$ cat src/rtl/demux_lane_sched_pkg.sv
// Shared definitions for the receive-side lane scheduler: widths, idle symbol,
// FSM state encoding and the byte-pairing helper.
package demux_lane_sched_pkg;

    localparam int BYTE_W = 8;
    localparam int WORD_W = 16;
    localparam logic [BYTE_W-1:0] IDLE_SYM_DEF = 8'hBC;

    typedef enum logic {
        S_HI = 1'b0,
        S_LO = 1'b1
    } state_t;

    // First received byte lands in the upper half of the word.
    function automatic logic [WORD_W-1:0] make_word(input logic [BYTE_W-1:0] hi,
                                                    input logic [BYTE_W-1:0] lo);
        return {hi, lo};
    endfunction

endpackage

$ cat src/rtl/demux_lane_sched_lane_fifo.sv
// Per-lane shift FIFO: entry 0 is always the head, so head_data comes straight
// from a register and every entry clears on reset.
module lane_fifo
    import demux_lane_sched_pkg::*;
#(
    parameter int DEPTH = 2,
    parameter int WIDTH = WORD_W
) (
    input  logic             clk_4f,
    input  logic             reset,
    input  logic             push,
    input  logic [WIDTH-1:0] push_data,
    input  logic             pop,
    output logic [WIDTH-1:0] head_data,
    output logic             full,
    output logic             empty
);

    localparam int CNT_W = $clog2(DEPTH) + 1;

    logic [WIDTH-1:0] mem_reg [DEPTH];
    logic [WIDTH-1:0] shift_in [DEPTH];
    logic [CNT_W-1:0] cnt_reg;
    logic             do_pop;
    logic             do_push;
    logic [CNT_W-1:0] wr_idx;

    assign empty   = (cnt_reg == '0);
    assign full    = (cnt_reg == CNT_W'(DEPTH));
    assign do_pop  = pop && !empty;
    // A full FIFO still accepts a push when the head leaves in the same cycle.
    assign do_push = push && (!full || do_pop);
    assign wr_idx  = do_pop ? (cnt_reg - 1'b1) : cnt_reg;

    generate
        for (genvar gi = 0; gi < DEPTH; gi++) begin : g_shift
            if (gi == DEPTH - 1) begin : g_last
                assign shift_in[gi] = '0;
            end else begin : g_mid
                assign shift_in[gi] = mem_reg[gi+1];
            end
        end
    endgenerate

    always_ff @(posedge clk_4f) begin
        if (!reset) begin
            cnt_reg <= '0;
            for (int i = 0; i < DEPTH; i++) begin
                mem_reg[i] <= '0;
            end
        end else begin
            cnt_reg <= cnt_reg + CNT_W'(do_push) - CNT_W'(do_pop);
            for (int i = 0; i < DEPTH; i++) begin
                if (do_push && (wr_idx == CNT_W'(i))) begin
                    mem_reg[i] <= push_data;
                end else if (do_pop) begin
                    mem_reg[i] <= shift_in[i];
                end
            end
        end
    end

    assign head_data = mem_reg[0];

endmodule

$ cat src/rtl/demux_lane_sched.sv
// Pairs incoming bytes into 16-bit words and deals them alternately to two
// lane FIFOs, tracking word count, overflow and partial-word errors.
module demux_lane_sched
    import demux_lane_sched_pkg::*;
#(
    parameter int                FIFO_DEPTH = 2,
    parameter logic [BYTE_W-1:0] IDLE_SYM   = IDLE_SYM_DEF
) (
    input  logic              clk_4f,
    input  logic              reset,
    input  logic [BYTE_W-1:0] in_data,
    input  logic              in_valid,
    input  logic              lane0_ready,
    input  logic              lane1_ready,
    input  logic              clear_err,
    output logic [WORD_W-1:0] lane0_data,
    output logic              lane0_valid,
    output logic [WORD_W-1:0] lane1_data,
    output logic              lane1_valid,
    output logic              err_overflow,
    output logic              err_partial,
    output logic [15:0]       word_cnt
);

    state_t            state_reg;
    logic [BYTE_W-1:0] hi_reg;
    logic              ptr_reg;
    logic [15:0]       word_cnt_reg;
    logic              err_overflow_reg;
    logic              err_partial_reg;

    logic              word_push;
    logic [WORD_W-1:0] word_data;
    logic              overflow_hit;

    logic              lane_ready [2];
    logic              lane_pop   [2];
    logic              lane_push  [2];
    logic              lane_full  [2];
    logic              lane_empty [2];
    logic [WORD_W-1:0] lane_head  [2];

    assign lane_ready[0] = lane0_ready;
    assign lane_ready[1] = lane1_ready;

    assign word_push = (state_reg == S_LO) && in_valid;
    assign word_data = make_word(hi_reg, in_data);

    generate
        for (genvar gi = 0; gi < 2; gi++) begin : g_lane
            assign lane_pop[gi]  = !lane_empty[gi] && lane_ready[gi];
            assign lane_push[gi] = word_push && (ptr_reg == 1'(gi));

            lane_fifo #(
                .DEPTH (FIFO_DEPTH),
                .WIDTH (WORD_W)
            ) u_fifo (
                .clk_4f    (clk_4f),
                .reset     (reset),
                .push      (lane_push[gi]),
                .push_data (word_data),
                .pop       (lane_pop[gi]),
                .head_data (lane_head[gi]),
                .full      (lane_full[gi]),
                .empty     (lane_empty[gi])
            );
        end
    endgenerate

    // Dropped words still advance the pointer so lane parity never slips.
    assign overflow_hit = word_push && lane_full[ptr_reg] && !lane_pop[ptr_reg];

    always_ff @(posedge clk_4f) begin
        if (!reset) begin
            state_reg        <= S_HI;
            hi_reg           <= '0;
            ptr_reg          <= 1'b0;
            word_cnt_reg     <= '0;
            err_overflow_reg <= 1'b0;
            err_partial_reg  <= 1'b0;
        end else begin
            err_partial_reg <= 1'b0;
            if (overflow_hit) begin
                err_overflow_reg <= 1'b1;
            end else if (clear_err) begin
                err_overflow_reg <= 1'b0;
            end
            case (state_reg)
                S_HI: begin
                    if (in_valid && (in_data != IDLE_SYM)) begin
                        hi_reg    <= in_data;
                        state_reg <= S_LO;
                    end
                end
                S_LO: begin
                    state_reg <= S_HI;
                    if (in_valid) begin
                        ptr_reg      <= !ptr_reg;
                        word_cnt_reg <= word_cnt_reg + 16'd1;
                    end else begin
                        err_partial_reg <= 1'b1;
                    end
                end
                default: state_reg <= S_HI;
            endcase
        end
    end

    assign lane0_data   = lane_head[0];
    assign lane0_valid  = !lane_empty[0];
    assign lane1_data   = lane_head[1];
    assign lane1_valid  = !lane_empty[1];
    assign err_overflow = err_overflow_reg;
    assign err_partial  = err_partial_reg;
    assign word_cnt     = word_cnt_reg;

endmodule

$ cat config.mk
export PLATFORM = sky130hd
export DESIGN_NAME = demux_lane_sched
export DESIGN_NICKNAME = d
export VERILOG_FILES = /design/src/rtl/demux_lane_sched_pkg.sv /design/src/rtl/demux_lane_sched_lane_fifo.sv /design/src/rtl/demux_lane_sched.sv
export SDC_FILE = /design/constraint.sdc
export NUM_CORES = 1
export LEC_CHECK = 0
export ABC_CLOCK_PERIOD_IN_PS = 5090
export BUFFER_PORTS_ARGS = -buffer_cell sky130_fd_sc_hd__buf_2
export CAP_MARGIN = 20
export CORE_MARGIN = 2
export CORE_UTILIZATION = 55
export CTS_CLUSTER_DIAMETER = 40
export DETAILED_ROUTE_END_ITERATION = 12
export PLACE_DENSITY_LB_ADDON = 0.08
export SYNTH_ARGS = -nofsm -noshare
export SYNTH_HDL_FRONTEND = slang
export SYNTH_HIERARCHICAL = 1
export SYNTH_SLANG_ARGS = --single-unit
$ cat constraint.sdc
create_clock -name clk_4f -period 5.09 [get_ports clk_4f]
set_input_delay 0.7635 -clock clk_4f [delete_from_list [all_inputs] [get_ports clk_4f]]
set_output_delay 0.7635 -clock clk_4f [all_outputs]
set_load 0.005 [all_outputs]
==> results of run 1 <==
==> worst max-delay path, cell delays in order (launching register included) <==
cell and delay [ps]:
dfxtp_1 540, inv_1 120, ha_1 300, nor2b_1 460, nand2b_1 570, o311ai_2 240
buf_4 290
==> power by group <==
part           internal [mW]  switching (mW)  total, mW
Clock                  0.176           0.252      0.428
Sequential             0.810          0.0156      0.825
Combinational         0.0349          0.0570     0.0919
Total                   1.02           0.325       1.34
==> cell families after synthesis <==
logic type | count (synthesis)
and+or+nand+nor | 192
DFF | 96
AOI/OAI and AO/OA | 78
buffers and inverters | 44
muxes | 42
xor gates and xnor gates | 16
adders and majority gates | 7
==> layout make-up <==
| cell class | count | area, um2 | share of cell area [%] |
|---|---|---|---|
| clock buffers | 12 | 135 | 2.67 |
| clock inverters | 4 | 21.3 | 0.420 |
| inverters | 10 | 37.5 | 0.742 |
| multi-input cells | 335 | 2140 | 42.4 |
| flip-flops and latches | 96 | 2240 | 44.3 |
| well taps | 105 | 131 | 2.60 |
| repair buffers | 68 | 348 | 6.87 |
==> per-layer routing <==
layer  up-vias  global-route usage (%)  share of wire, %
li1       1784                       -                 -
met1      1767                    32.7                44
met2       122                    38.1                48
met3        17                    3.41               5.6
met4         0                    7.16               1.8
met5         -                       0                 0
==> worst paths after layout <==
| kind | cells past startpoint | startpoint | end |
|---|---|---|---|
| worst max-delay path | 6 | g_lane[0].u_fifo/cnt_reg[0] | g_lane[0].u_fifo/mem_reg[0][11] |
| worst max register to register | 6 | g_lane[0].u_fifo/cnt_reg[0] | g_lane[0].u_fifo/mem_reg[0][11] |
| worst min-delay path | 2 | g_lane[0].u_fifo/mem_reg[1][13] | g_lane[0].u_fifo/mem_reg[1][13] |
| worst min register to register | 2 | g_lane[0].u_fifo/mem_reg[1][13] | g_lane[0].u_fifo/mem_reg[1][13] |
==> layout by cell type (no fill, tap or decap), types with 3 or more instances in the layout <==
cell	n
nand3b_1	3
nand2_1	45
clkbuf_8	9
nor3_1	4
a21oi_1	33
and2_1	4
nand4_1	6
dfxtp_1	64
nand2b_1	7
xnor2_1	10
ha_1	7
xor2_1	6
o21ai_1	10
buf_4	3
nor2b_1	3
edfxtp_1	32
nand4b_1	3
nand3_1	72
nor3b_1	4
clkbuf_1	3
o21ai_0	23
and3_1	3
inv_1	10
buf_2	65
nor2_1	24
mux2i_1	42
==> through the flow <==
step                      power [mW]  instance area, um2  worst slack, ps
after floorplan                0.900                4700             1280
after global placement         0.932                4900             2350
after detailed placement       0.934                4900             2270
after CTS                       1.36                5060             2280
after global routing            1.40                5060             2140
final                           1.34                5060             2270
==> impl_results.md, run 1 <==
* Fillers at 747
* WP data arrival at 2860 ps
* CTS buffer count at 9
* P&R area growth vs syn at 7.67%
* Ys async rst share at 0%
* Mapped Cells at 475
* Post-synthesis mux area share at 8.95%
* PostCTS Resize Cnt at 0
* FF+latch count, synth at 96
* Yosys Warn Count at 6
* Average size of a mapped cell at 9.89 um2
* Cells after DPL at 614
* First-pass GRT wire length at 16.9 mm
* Status: finished, final reports clean
* Hold_ws at 478 ps
* Final Util at 61.3%
* Setup CP Type: reg2reg
* Max Fclk at 354 MHz
* R2R setup slack at 2270 ps
* Core ar. at 8260 um2
* Die width at 96.4 um
* Final nets at 541
* DRC Markers at 0
* Post-Syn Area at 4700 um2
* Required time of the worst setup path at 5130 ps
* Area fraction of the dominant cell type after synthesis at 27.3%
* DP Wirelength at 6.97 mm
* Relative slew slack at 40.7%
* Setup Fix Bufs, Post-CTS at 0
* Layout cells sized above 1 at 18.3%
* XOR/XNOR Fraction of Synth Area at 2.98%
* Sink Count at 96
* Initial antenna violation count at 0
* Synthesized net count at 496
* Ant diodes at 0
* # setup viols final at 0
* CTS Root Cell: clkbuf_8
* Top_reg_cell synth: dfxtp_1
* Row count at 33
* Critical Path Fanout Max at 17
* Maximum vdd ir drop at 146 uV
* Wirelength per Cell at 16.8 um
* Largest net degree at the start of global routing at 53
* Critical Path End Type: register
* # hold bufs at CTS at 0
* Fin. max-slew vios at 0
* Die ar. at 9300 um2
* HP Class: reg2reg
* Main combinational cell family by area after synthesis: simple AND/OR/NAND/NOR gates
* MaxCap Viol Count at 0
* Via total after detailed routing at 3690
* Fin cells at 630
* Max reg flops at 64
* Synth Area in Adders at 1.86%
* Vias in the first global route at 3370
* Count leader, synth: nand3_1
* Startpoint Class: register
* Synth top cells by count: 72 x nand3_1, 64 x dfxtp_1, 45 x nand2_1, 42 x mux2i_1, 33 x a21oi_1
* Post-synthesis simple-gate area fraction at 21.8%
* PwrDens at 266 nW/um2
* RSZ-0062 raised after global routing: no
* CTS Buffer Depth at 2
* Clock transition at path regs at 90 ps
* Number of synthesized flops with an enable pin at 32
* Initial Util at 56.9%
* Gr ovfl total at 0
* DRT antenna net count at 0
* Final WL at 10.6 mm
* GRT Overall Usage at 23.5%
* Ports at 66
* Ranking of synthesized cells by area: dfxtp_1 27%, edfxtp_1 20%, mux2i_1 8.9%
* Post-synthesis sequential area ratio at 47.7%
* Slew @ Worst Pin at 890 ps
* Skew final at 12.0 ps
* Post-synth cell types at 45
* Pleak at 1.85 nW
* Die Span Y at 96.4 um
* Skew-Pair Late Insertion Delay at 350 ps
* Area leader, netlist: dfxtp_1
* Initial DRC count at 202
* CTS H-tree depth at 3
* # port buffers at 65
* Final hold viol count at 0
* Vias per cell at 5.86
* Final period util at 55.5%
* CTS tree: done
* First-pass DRT Iterations at 5
* Compound-cell area share of the yosys netlist at 9.74%
* Routability cong. at 0.833
* Setup Total Neg Slack at 0 ps
* Min cycle time layout at 2820 ps
Power figures use the tool's default switching activity.
==> run 2: changes to the inputs <==
--- a/config.mk
+++ b/config.mk
@@ -5,11 +5,12 @@
 export SDC_FILE = /design/constraint.sdc
 export NUM_CORES = 1
 export LEC_CHECK = 0
-export ABC_CLOCK_PERIOD_IN_PS = 5090
+export ABC_AREA = 1
+export ABC_CLOCK_PERIOD_IN_PS = 2500
 export BUFFER_PORTS_ARGS = -buffer_cell sky130_fd_sc_hd__buf_2
 export CAP_MARGIN = 20
 export CORE_MARGIN = 2
-export CORE_UTILIZATION = 55
+export CORE_UTILIZATION = 52
 export CTS_CLUSTER_DIAMETER = 40
 export DETAILED_ROUTE_END_ITERATION = 12
 export PLACE_DENSITY_LB_ADDON = 0.08
==> constraint.sdc (replaced) <==
create_clock -name clk_4f -period 2.5 [get_ports clk_4f]
set_input_delay 0.375 -clock clk_4f [delete_from_list [all_inputs] [get_ports clk_4f]]
set_output_delay 0.375 -clock clk_4f [all_outputs]
set_load 0.005 [all_outputs]
==> impl_results.md, run 2 <==
* Post-synthesis simple-gate area fraction at 32.5% (+11 points)
* Row count at 35 (+6.1%)
* Startpoint Class: register
* # setup viols final at 0 (unchanged)
* Top_reg_cell synth: dfxtp_1
* Post-Syn Area at 5050 um2 (+7.4%)
* Die Span Y at 103 um (+6.3%)
* RSZ-0062 raised after global routing: no
* Critical Path Fanout Max at 32 (+15)
* Post-synthesis mux area share at 0% (-8.9 points)
* Relative slew slack at 64.1% (+23 points)
* # hold bufs at CTS at 0 (unchanged)
* MaxCap Viol Count at 0 (unchanged)
* Area fraction of the dominant cell type after synthesis at 25.4% (-1.9 points)
* Yosys Warn Count at 6 (unchanged)
* Max Fclk at 439 MHz (+24%)
* Sink Count at 96 (unchanged)
* Fin. max-slew vios at 0 (unchanged)
* WP data arrival at 2390 ps (-470 ps)
* # port buffers at 65 (unchanged)
* CP Cell Sequence: inv_1, ha_1, nor2_2, inv_1, nor2_2, nand2_1, nand2_1, nand3_2, buf_6, a21oi_1, nor2_1
* Skew final at 14.2 ps (+2.15 ps)
* Skew-Pair Late Insertion Delay at 360 ps (about the same)
* Setup CP Type: reg2reg
* GRT Overall Usage at 21.5% (-2.0 points)
* Final nets at 695 (+28%)
* Ports at 66 (unchanged)
* Register Area at 2240 um2 (unchanged)
* Critical Path End Type: register
* Vias per cell at 5.15 (-12%)
* PwrDens at 511 nW/um2 (+92%)
* Main combinational cell family by area after synthesis: simple AND/OR/NAND/NOR gates
* HP Class: in2reg
* Core ar. at 9330 um2 (+13%)
* Synth Area in Adders at 1.74% (-0.13 points)
* Fin cells at 808 (+28%)
* CTS H-tree depth at 3 (unchanged)
* P&R area growth vs syn at 13.2%
* Layer carrying the most global-route usage: met2
* Mapped Cells at 616 (+30%)
* DRC Markers at 0 (unchanged)
* Setup Total Neg Slack at 0 ps (unchanged)
* Maximum vdd ir drop at 251 uV (+72%)
* Ant diodes at 0 (unchanged)
* Gr ovfl total at 0 (unchanged)
* Via total after detailed routing at 4165 (+13%)
* First-pass GRT wire length at 17.8 mm (+5.5%)
* Wirelength per Cell at 13.4 um (-20%)
* CTS tree: done
* Initial Util at 54.1% (-2.8 points)
* Crit path max-delay family: simple AND/OR/NAND/NOR gates
* Met1 usage at 30.1% (-2.6 points)
* Synth top cells by count: 87 x nand2_1, 80 x nand3_1, 67 x inv_1
* Delay of the slowest critical-path stage at 410 ps (-160 ps)
* CTS Root Cell: clkbuf_8
* Post-synth cell types at 33 (-27%)
* Count leader, synth: nand2_1
* Routability cong. at 0.832 (about the same)
* CTS Buffer Depth at 2 (unchanged)
* Compound-cell area share of the yosys netlist at 11.8% (+2.1 points)
* FF+latch count, synth at 96 (unchanged)
* Status: finished, final reports clean
* Grt met3 use at 4.47% (+1.1 points)
* Die width at 103 um (+6.3%)
* Clock transition at path regs at 100 ps (about the same)
* Tot Pwr at 2.92 mW (+120%)
* CP bufs+invs at 3 (+1)
* DRT antenna net count at 0 (unchanged)
* XOR/XNOR Fraction of Synth Area at 0.347% (-2.6 points)
* Die ar. at 10500 um2 (+13%)
* Multi-input logic area at 2350 um2 (+9.8%)
* Area leader, netlist: dfxtp_1
* Number of synthesized flops with an enable pin at 32 (unchanged)
* DP Wirelength at 7.27 mm (+4.4%)
* Cells after DPL at 790 (+29%)
* Ys async rst share at 0% (unchanged)
* Vias in the first global route at 3672 (+9.0%)
* Final hold viol count at 0 (unchanged)
* Synthesized net count at 637 (+28%)
* Final WL at 10.9 mm (+2.5%)
* CTS buffer count at 9 (unchanged)
* Slowest-stage cell, CP: dfxtp_1
* Post-synthesis sequential area ratio at 44.4% (-3.3 points)
* First-pass DRT Iterations at 5 (unchanged)
* Required time of the worst setup path at 2610 ps (-2520 ps)
* Initial antenna violation count at 0 (unchanged)
* Initial DRC count at 210 (+4.0%)
* Average size of a mapped cell at 8.19 um2 (-17%)
* Fillers at 828 (+11%)
* Met2 Use GR at 34.4% (-3.7 points)
* Pleak at 2.21 nW (+20%)
* Ranking of synthesized cells by area: dfxtp_1 25%, edfxtp_1 19%, nand3_1 7.9%
* Commonest cells after routing, fill and taps aside: 87 x nand2_1, 80 x nand3_1, 67 x inv_1, 65 x buf_2
* Slew @ Worst Pin at 538 ps (-352 ps)
* Min cycle time layout at 2280 ps (-544 ps)
* Layout cells sized above 1 at 23.9% (+5.6 points)
* Final period util at 91.2% (+36 points)
* Largest net degree at the start of global routing at 53 (unchanged)
* Max reg flops at 64 (unchanged)
* Commonest non-fill, non-tap cell in the layout: nand2_1
-- run 2: per-stage QoR --
step           hold slack (ps)  cell area [um2]  util [%]  setup WS (ps)
2_1_floorplan              447             5050         -           57.2
3_3_place_gp               472             5480      58.7           47.7
3_5_place_dp               475             5480      58.7           3.79
4_1_cts                    224             5700      61.1           93.8
5_1_grt                    227             5710      61.2           22.6
6_report                   233             5710      61.2            221
-- run 2: logic make-up after synthesis --
group,count (synthesis)
AND/OR/NAND/NOR,310
buffers and inverters,103
AO/OA/AOI/OAI,98
flip-flops,96
adder cells (fa/ha/maj),7
XOR/XNOR,2
-- run 2: routing by layer --
metal | wire, um | part of all wire (%)
met5 | 0 | 0
met4 | 121 | 1.1
met3 | 654 | 6.0
met2 | 4970 | 46
met1 | 5110 | 47
-- run 2: repair_timing --
| action | CTS | global route |
|---|---|---|
| buffers inserted | 2 | 0 |
| resized for setup | 1 | 3 |
| pin swaps | 1 | 0 |
| cloned | 0 | 0 |
| endpoints found under the setup margin | 8 | 55 |
-- run 2: worst register-to-register path: stages (launching register included) --
cell,delay [ps]
dfxtp_1,410
inv_1,120
ha_1,280
nor2_2,280
inv_1,90
nor2_2,190
nand2_1,80
nand2_1,70
nand3_2,90
buf_6,200
a21oi_1,160
nor2_1,70
-- run 2: path summary, 6_finish.rpt --
kind | from | endpoint | slack [ps] | cells past startpoint
min reg2reg | g_lane[0].u_fifo/mem_reg[1][9] | g_lane[0].u_fifo/mem_reg[1][9] | 490 | 2
min | in_valid | err_partial | 230 | 2
max | g_lane[0].u_fifo/cnt_reg[0] | g_lane[0].u_fifo/mem_reg[0][9] | 220 | 11
max reg2reg | g_lane[0].u_fifo/cnt_reg[0] | g_lane[0].u_fifo/mem_reg[0][9] | 220 | 11
-- run 2: power breakdown --
part / leakage [nW] / switching [mW] / internal (mW)
registers: 0.850 / 0.0262 / 1.65
clock network: 0.0933 / 0.557 / 0.469
logic: 1.27 / 0.149 / 0.0723
total: 2.21 / 0.732 / 2.19
-- run 2: final cells by class --
type,instances,share of cell area [%]
Multi-Input combinational cell,417,41.2
Inverter,69,4.53
Timing Repair Buffer,81,8.74
Clock buffer,10,2.23
Clock inverter,6,1.18
Sequential cell,96,39.3
Tap cell,129,2.83
